==> src/rtl/aes_round_sequencer.sv <==
// Control FSM for the iterative AES encrypt datapath: key-expansion gating, round
// index/mux selects, state-register enable and result handshake. Optional macro: AES_SEQ_BACK2BACK_EN.
module aes_round_sequencer #(
  parameter int NR       = 14,
  parameter int KEY_WAIT = 15,
  parameter int RW       = 4
) (
  input  logic          clk,
  input  logic          rst,
  input  logic          start_valid,
  output logic          start_ready,
  input  logic          key_load,
  output logic          kexp_rst,
  output logic [RW-1:0] round_idx,
  output logic          sel_first,
  output logic          sel_last,
  output logic          state_en,
  output logic          out_valid,
  input  logic          out_ready,
  output logic          busy
);

  localparam int unsigned CW = (KEY_WAIT > 1) ? $clog2(KEY_WAIT) : 1;

  typedef enum logic [2:0] {IDLE, EXPAND, INIT, ROUND, FINAL, HOLD} state_t;

  state_t        state;
  logic          key_ok;
  logic [CW-1:0] cnt;
  logic          kexp_pulse;
  logic          accept;

  // busy is a registered "not IDLE"; rst overrides the handshake outputs during the reset cycle
`ifdef AES_SEQ_BACK2BACK_EN
  assign start_ready = !rst && (!busy || (state == HOLD && out_ready));
`else
  assign start_ready = !rst && !busy;
`endif
  assign accept   = start_valid && start_ready;
  assign kexp_rst = rst || kexp_pulse;

  always_ff @(posedge clk) begin
    if (rst) begin
      state      <= IDLE;
      key_ok     <= 1'b0;
      cnt        <= '0;
      kexp_pulse <= 1'b0;
      round_idx  <= '0;
      sel_first  <= 1'b0;
      sel_last   <= 1'b0;
      state_en   <= 1'b0;
      out_valid  <= 1'b0;
      busy       <= 1'b0;
    end else begin
      kexp_pulse <= 1'b0;
      sel_first  <= 1'b0;
      sel_last   <= 1'b0;
      unique case (state)
        IDLE: begin
          if (key_load) key_ok <= 1'b0;
          if (accept) begin
            busy <= 1'b1;
            // a key presented in the accept cycle still forces a fresh expansion
            if (key_ok && !key_load) begin
              state     <= INIT;
              round_idx <= '0;
              sel_first <= 1'b1;
              state_en  <= 1'b1;
            end else begin
              state      <= EXPAND;
              kexp_pulse <= 1'b1;
              cnt        <= '0;
            end
          end
        end
        EXPAND: begin
          if (cnt == CW'(KEY_WAIT - 1)) begin
            key_ok    <= 1'b1;
            cnt       <= '0;
            state     <= INIT;
            round_idx <= '0;
            sel_first <= 1'b1;
            state_en  <= 1'b1;
          end else begin
            cnt <= cnt + 1'b1;
          end
        end
        INIT: begin
          state     <= ROUND;
          round_idx <= RW'(1);
        end
        ROUND: begin
          round_idx <= round_idx + 1'b1;
          if (round_idx == RW'(NR - 1)) begin
            state    <= FINAL;
            sel_last <= 1'b1;
          end
        end
        FINAL: begin
          state     <= HOLD;
          state_en  <= 1'b0;
          out_valid <= 1'b1;
        end
        HOLD: begin
          if (out_ready) begin
            out_valid <= 1'b0;
            if (accept) begin
              state     <= INIT;
              round_idx <= '0;
              sel_first <= 1'b1;
              state_en  <= 1'b1;
            end else begin
              state     <= IDLE;
              busy      <= 1'b0;
              round_idx <= '0;
            end
          end
        end
        default: state <= IDLE;
      endcase
    end
  end

endmodule

==> config.mk <==
export PLATFORM = sky130hd
export DESIGN_NAME = aes_round_sequencer
export DESIGN_NICKNAME = d
export VERILOG_FILES = /design/src/rtl/aes_round_sequencer.sv
export SDC_FILE = /design/constraint.sdc
export NUM_CORES = 1
export LEC_CHECK = 0
export CORE_MARGIN = 3
export CORE_UTILIZATION = 37
export CTS_CLUSTER_DIAMETER = 60
export DETAILED_ROUTE_END_ITERATION = 8
export PLACE_DENSITY = 0.61
export REMOVE_ABC_BUFFERS = 1
export SLEW_MARGIN = 20
export SYNTH_ARGS = -nofsm -noshare
export SYNTH_HDL_FRONTEND = slang
export SYNTH_SLANG_ARGS = --single-unit
export TNS_END_PERCENT = 100
==> constraint.sdc <==
create_clock -name clk -period 3.6 [get_ports clk]
set_input_delay 0.9 -clock clk [delete_from_list [all_inputs] [get_ports clk]]
set_output_delay 0.9 -clock clk [all_outputs]
set_load 0.03 [all_outputs]
==> metrics.yaml <==
cts_resized: 0
via_per_inst: 5.660
ys_seq_elements: 18
fmax_mhz: 320.0
clock-sinks: 18
drv_cap: 0
p_int_w: 0.0002864
powerDensity_nw_per_um2: 327.3
swShare_pct: 25.67
switching_power_w: 0.00009892
drv_slew: 0
synth_cells: 119
final_cell_mix: "18 x dfxtp_1, 15 x clkdlybuf4s50_1, 12 x nor2_1, 12 x nand2_1, 9 x a21oi_1"
worst_pin_slew_ns: 0.5926
synth-edff-count: 0
dr.pass1.iters: 4
drive_above_1_share_pct: 8.333
slowest_delay_ns: 0.66
reg2reg_slack_ns: 1.86
grt_pass1_vias: 864
maxSlewHeadroom_pct: 60.44
syn_avg_cell_area_um2: 8.243
drc: 0
finish.utilization_pct: 47.10
finalHoldViolations: 0
ys.warnings.count: 0
std_cell_rows: 18
period_needed_ns: 3.125
die_y_um: 57.49
ys.flop_type: "dfxtp_1"
cts-root-buf: "clkbuf_4"
cts_tree: "done"
io_buffers: 15
seq_power_share_pct: 54.3
fin_crit_sh_pct: 86.81
htreeDepth: 1
die_area_um2: 3305
setup_viol: 0
required_ns: 2.70
postCtsSetupBuffers: 0
async_flop_share_pct: 0
fin_area_um2: 1177
cts_max_path_buffers: 2
cp.arrival_ns: 2.23
vias: 917
grt_max_degree: 19
holdBufCountCts: 0
report.power.total_w: 0.0003853
postPlaceCellArea_um2: 1141
path_class: "in -> out"
core_um2: 2500
synth_cell_type_count: 45
fin_skew_ns: 0.007202
initial_core_util_pct: 39.24
antenna_found_initial: 0
critPathMostFrequentCell: "clkdlybuf4s50_1"
nNetsFinal: 140
status: "completed"
drtAntennaViolNets: 0
die_x_um: 57.49
critPathSlowestCell: "clkdlybuf4s50_1"
grtUsageTotal_pct: 14.48
worstPathMaxFanout: 3
ios: 16
hold_ws_ns: 0.4615
critical_path.endpoint_type: "output port"
grt_pass1_wl_um: 3808
yosysSeqAreaShare_pct: 36.73
grt_overflow: 0
ir_worst_vdd_mv: 0.1827
diodes: 0
cts_buffers: 3
tns_ns: 0
clk_latency_ns: 0.30
wl_per_cell_um: 13.70
total_leakage_power_nw: 0.4144
rsz0062_at_grt: "false"
drt_iter0_drc: 21
area_growth_pct: 20.03
worstPathCellList: "clkdlybuf4s50_1, or2_1, clkdlybuf4s50_1"
clk_pin_slew_ns: 0.11
min_path_type: "reg -> reg"
dpl.hpwl_um: 1595
clock_power_share_pct: 32.9
routabilityCongestion: 0.7806
final_common_cell: "dfxtp_1"
p_comb_share_pct: 12.8
syn_area_um2: 980.9
worst_setup_path_start_kind: "input pin"
totalWireLength_um: 2220
## metrics by stage
step                setup slack, ns  cells
CTS                          0.4611    162
finish                       0.4750    162
global placement             0.4782    158
detailed placement           0.4672    158
floorplan                     1.398    112
global route                 0.4261    162
## path summary, 6_finish.rpt
kind,start,to,cells after the start
min,state_en,state_en,1
max,rst,kexp_rst,3
max reg2reg,state[2],state[1],4
min reg2reg,state_en,state_en,1
## registers in the layout, indices dropped and copies added (netlist names)
register	cells
cnt	4
round_idx	4
state	3
busy	1
kexp_pulse	1
key_ok	1
out_valid	1
sel_first	1
sel_last	1
state_en	1
## synth_stat cells, types with 2 or more instances
| library cell | count | area, um^2 |
|---|---|---|
| dfxtp_1 | 18 | 360.4 |
| nand2_1 | 12 | 45.04 |
| nor2_1 | 12 | 45.04 |
| a21oi_1 | 9 | 45.04 |
| buf_2 | 4 | 20.02 |
| inv_1 | 4 | 15.01 |
| nand3_1 | 4 | 20.02 |
| a211oi_1 | 3 | 22.52 |
| a311oi_1 | 3 | 26.28 |
| nor3_1 | 3 | 15.01 |
| o21ai_1 | 3 | 15.01 |
| o31ai_1 | 3 | 22.52 |
| or3_1 | 3 | 18.77 |
| ha_1 | 2 | 25.02 |
| nand3b_1 | 2 | 15.01 |
| nor2b_1 | 2 | 12.51 |
| o21a_1 | 2 | 15.01 |
| o221a_1 | 2 | 22.52 |
| or2_1 | 2 | 12.51 |
## worst max-delay path, delay by kind of cell
family                 cells  cell delay [ns]
buffers and inverters      2             1.20
AND/OR/NAND/NOR            1             0.13
## layout make-up
type	count	area, um^2
Clock buffer	4	36.28
Fill cell	239	1323
Inverter	5	18.77
Multi-Input combinational cell	89	566.8
Sequential cell	18	360.3
Tap cell	30	37.54
Timing Repair Buffer	16	157.7
## power by group through the flow
stage	combinational [W]	clock (W)	sequential (W)
after floorplan	0.0000277	0	0.000214
after global placement	0.0000495	0	0.000214
after detailed placement	0.0000493	0	0.000214
after CTS	0.0000496	0.000131	0.000209
after global routing	0.0000543	0.000137	0.000210
final	0.0000493	0.000127	0.000209
## kinds of logic (layout without fill, tap and decap cells)
kind of cell | count (synthesis) | count (layout) | share of synthesized area (%)
buf+inv | 12 | 25 | 5.484
flops | 18 | 18 | 36.74
compound gates | 37 | 37 | 27.42
mux | 1 | 1 | 1.020
fa+ha+maj | 2 | 2 | 2.551
simple gates | 49 | 49 | 26.79
## metal layers
metal  up-vias  wire (um)  track usage (%)
li1        462          -                -
met1       440       1070            18.31
met2        11       1056            25.00
met3         4         66            2.036
met4         0         26            4.967
met5         -          0                0
No activity file was read; power rests on OpenSTA's default activity.
==> patch 1 (config.mk and constraints unchanged) <==
Change the parameter `KEY_WAIT` from 15 to 17.
--- a/src/rtl/aes_round_sequencer.sv
+++ b/src/rtl/aes_round_sequencer.sv
@@ -2,7 +2,7 @@
 // index/mux selects, state-register enable and result handshake. Optional macro: AES_SEQ_BACK2BACK_EN.
 module aes_round_sequencer #(
   parameter int NR       = 14,
-  parameter int KEY_WAIT = 15,
+  parameter int KEY_WAIT = 17,
   parameter int RW       = 4
 ) (
   input  logic          clk,
Behaviour: no difference found for any inputs over 10 cycles, from zero or initial values and one cycle with rst high; that may be too few to reach the edited logic, so the function may still have changed.
==> patch 1 against the unedited design <==
  * Via count is 3.5% higher
  * Largest power group unchanged
  * Sequential cell count is 1 higher
  * Hold slack better by 0.016 ns
  * Power is 7.5% higher
  * Clock power is 13% lower
  * Critical path depth stayed put
  * Routed wire length is 1.0% lower
  * Setup slack worse by 0.056 ns
  * Cell area is 3.0% higher
  * Synthesized area is 2.3% higher
  * Largest cell class unchanged
==> patch 1: results (changes against the unedited design) <==
Synth
  – Synth Area in Compound Gates: 0.208 (-0.0660)
  – Commonest cells post-synth: dfxtp_1 (19), nand2_1 (16), nor2_1 (15)
  – Synth top area cells: dfxtp_1 (38%), a21oi_1 (7.0%), nand2_1 (6.0%), nor2_1 (5.6%), ha_1 (5.0%)
  – Mux cell area share after synthesis: 0 (-0.0102)

Global routing
  – Met1 usage: 0.179 (-0.00446)
  – Vias in the first global route: 855 (-1.0%)
  – Met3 Use GR: 0.0267 (+0.00636)
  – GRT Resource Usage Total: 0.143 (-0.00213)
  – First-pass GRT wire length: 3770 µm (-0.89%)
  – Largest net degree at the start of global routing: 21 (+2)

Worst hold path
  – Min-delay src: key_ok
  – Hold Crit Depth: 2 (+1)

Status
  – Status: finished, final reports clean

Cells and area
  – Final-stage net count: 154 (+10%)
  – Filler cell count: 259 (+8.4%)

Detailed routing
  – Met2 wire length: 1010 µm (-4.3%)
  – Routed WL: 2200 µm (-1.0%)
  – Drt wl/cell: 12.6 µm (-7.9%)
  – Routed vias/inst: 5.45 (-3.6%)
  – Metal3 WL: 95 µm (+44%)

Critical path
  – Reg2reg setup slack: 1.96 ns (+0.10 ns)
  – Critical path's largest stage delay: 0.59 ns (-0.07 ns)
  – Register-to-Register Path Depth: 5 (+1)
  – Worst R2R End: round_idx[1]
  – Critical R2R Launch: state[1]

Pwr
  – Leak: 0.420 nW (+1.4%)
  – Int Pwr: 0.291 mW (+1.6%)

STA
  – Worst-Margin Slew: 0.431 ns (-0.162 ns)
  – Hold_ws: 0.478 ns (+0.0164 ns)
  – Fmax: 314 MHz (-1.8%)

Place
  – HPWL after detailed placement: 1600 µm (+0.32%)
  – Placed insts: 170 (+7.6%)
patch 1: cell count changes after synthesis, sizes merged, moves of 3 or more:
cell   delta
a21oi     +4
buf       -3
nand2     +4
nand3     +4
nor2      +4
nor3      +3
o21ai     +4
patch 1: worst max-delay path by stage:
stage | from | to | depth (start not counted)
2_1_floorplan | rst | start_ready | 1
3_3_place_gp | rst | kexp_rst | 3
3_5_place_dp | rst | kexp_rst | 3
4_1_cts | rst | kexp_rst | 3
5_1_grt | rst | kexp_rst | 3
6_report | rst | kexp_rst | 3
patch 1: logic make-up (layout without fill, tap and decap cells):
| family | Yosys count | after routing |
|---|---|---|
| simple gates | 61 | 61 |
| flops | 19 | 19 |
| buf+inv | 10 | 26 |
| fa+ha+maj | 4 | 4 |
| compound gates | 34 | 34 |
patch 1: layout make-up:
cell class	count	area share
clock buffer	3	0.0186
clock inverter	1	0.00413
inverter	5	0.0155
multi-input combinational	99	0.481
sequential	19	0.314
tap	30	0.0310
timing repair buffer	17	0.136
==> patch 2 (same flow settings) <==
Made on the original files. The 6 states of `state_t` get a one-hot encoding in 6 bits.
--- a/src/rtl/aes_round_sequencer.sv
+++ b/src/rtl/aes_round_sequencer.sv
@@ -22,7 +22,7 @@
 
   localparam int unsigned CW = (KEY_WAIT > 1) ? $clog2(KEY_WAIT) : 1;
 
-  typedef enum logic [2:0] {IDLE, EXPAND, INIT, ROUND, FINAL, HOLD} state_t;
+  typedef enum logic [5:0] {IDLE = 6'b000001, EXPAND = 6'b000010, INIT = 6'b000100, ROUND = 6'b001000, FINAL = 6'b010000, HOLD = 6'b100000} state_t;
 
   state_t        state;
   logic          key_ok;
Formal check against the unedited RTL: same outputs for any inputs over 10 cycles, from zero or initial values and one cycle with rst high; not proved beyond that.
==> patch 2 against the unedited design <==
  * Sequential cell count increased by 3
  * Setup slack improved by 0.083 ns
  * Die area increased by 11%
  * Utilization decreased by 0.13 points
  * Fmax increased by 2.7%
  * Hold slack improved by 0.0092 ns
  * Cell area increased by 11%
  * Routed wire length increased by 20%
  * Synthesized area increased by 12%
  * Clock skew decreased by 0.0044 ns
Power is not compared: it rests on default switching activity, and its combinational part moved more than twofold at a synthesized area within 25%.
==> patch 2: results (changes against the unedited design) <==
STA
  – Fmax: 329 MHz (+2.7%)
  – Worst-Margin Slew: 0.718 ns (+0.125 ns)
  – Clock skew: 0.00281 ns (-0.00439 ns)

Global routing
  – GRT Resource Usage Total: 0.160 (+0.0156)
  – Vias in the first global route: 1003 (+16%)
  – Largest net degree at the start of global routing: 23 (+4)
  – Met3 Use GR: 0.0213 (+0.000915)
  – Met1 usage: 0.213 (+0.0296)

Synth
  – Unique masters post-synth: 44 (-2.2%)
  – Synth top area cells: dfxtp_1 (38%), ha_1 (4.6%), nor4_1 (4.0%), a21oi_1 (3.6%), nand3_1 (3.6%)
  – Synth Area in XOR/XNOR: 0.00798 (+0.00798)
  – Synth Area in Adders: 0.0456 (+0.0201)
  – Mux cell area share after synthesis: 0 (-0.0102)
  – Synth Area in Compound Gates: 0.218 (-0.0564)

Worst hold path
  – Hold Path Sink: out_valid
  – Min-delay src: out_valid
  – Hold Crit Depth: 2 (+1)
  – Worst min-delay path class: register to register

Detailed routing
  – Met2 wire length: 1220 µm (+15%)
  – M1 WL: 1300 µm (+21%)
  – Routed WL: 2650 µm (+20%)
  – Routed vias/inst: 5.88 (+3.9%)
  – Metal3 WL: 87 µm (+32%)
  – DR iter-0 viols: 34 (+62%)

Critical path
  – Critical path's largest stage delay: 0.69 ns (+0.03 ns)
  – Worst-path fanout max: 2 (-1)
  – Worst R2R End: round_idx[2]
  – Worst setup path endpoint: start_ready
  – Critical R2R Launch: state[5]
  – Reg2reg setup slack: 1.56 ns (-0.30 ns)
  – Arr. time, crit path: 2.14 ns (-0.09 ns)

Cells and area
  – Final-stage net count: 154 (+10%)
  – Layout cells sized above 1: 0.0972 (+0.0139)

Clocking
  – Post-CTS sizing: 0 (unchanged)

Pwr
  – Sequential Power Share: 0.427

Place
  – Placer Congestion: 0.815 (+4.4%)
  – Post-Place Worst Slack: 0.553 ns (+0.0855 ns)
  – HPWL after detailed placement: 1950 µm (+22%)

Status
  – Status: finished, final reports clean
-- patch 2: final cells by class --
| type | instances | area (µm²) |
|---|---|---|
| inverters | 8 | 30.0 |
| fillers | 281 | 1480 |
| multi-input cells | 95 | 636 |
| well taps | 31 | 38.8 |
| flip-flops and latches | 21 | 420 |
| repair buffers | 16 | 155 |
| clock buffers | 4 | 26.3 |
-- patch 2: through the flow --
| step | hold WS [ns] | util | power (mW) | area (µm²) | instances |
|---|---|---|---|---|---|
| after global placement | 0.452 | 0.460 | 0.548 | 1280 | 171 |
| after CTS | 0.474 | 0.470 | 0.668 | 1310 | 175 |
| final | 0.471 | 0.470 | 0.665 | 1310 | 175 |
| after floorplan | 0.461 | - | 0.473 | 1090 | 124 |
| after global routing | 0.507 | 0.470 | 0.716 | 1310 | 175 |
| after detailed placement | 0.453 | 0.460 | 0.553 | 1280 | 171 |
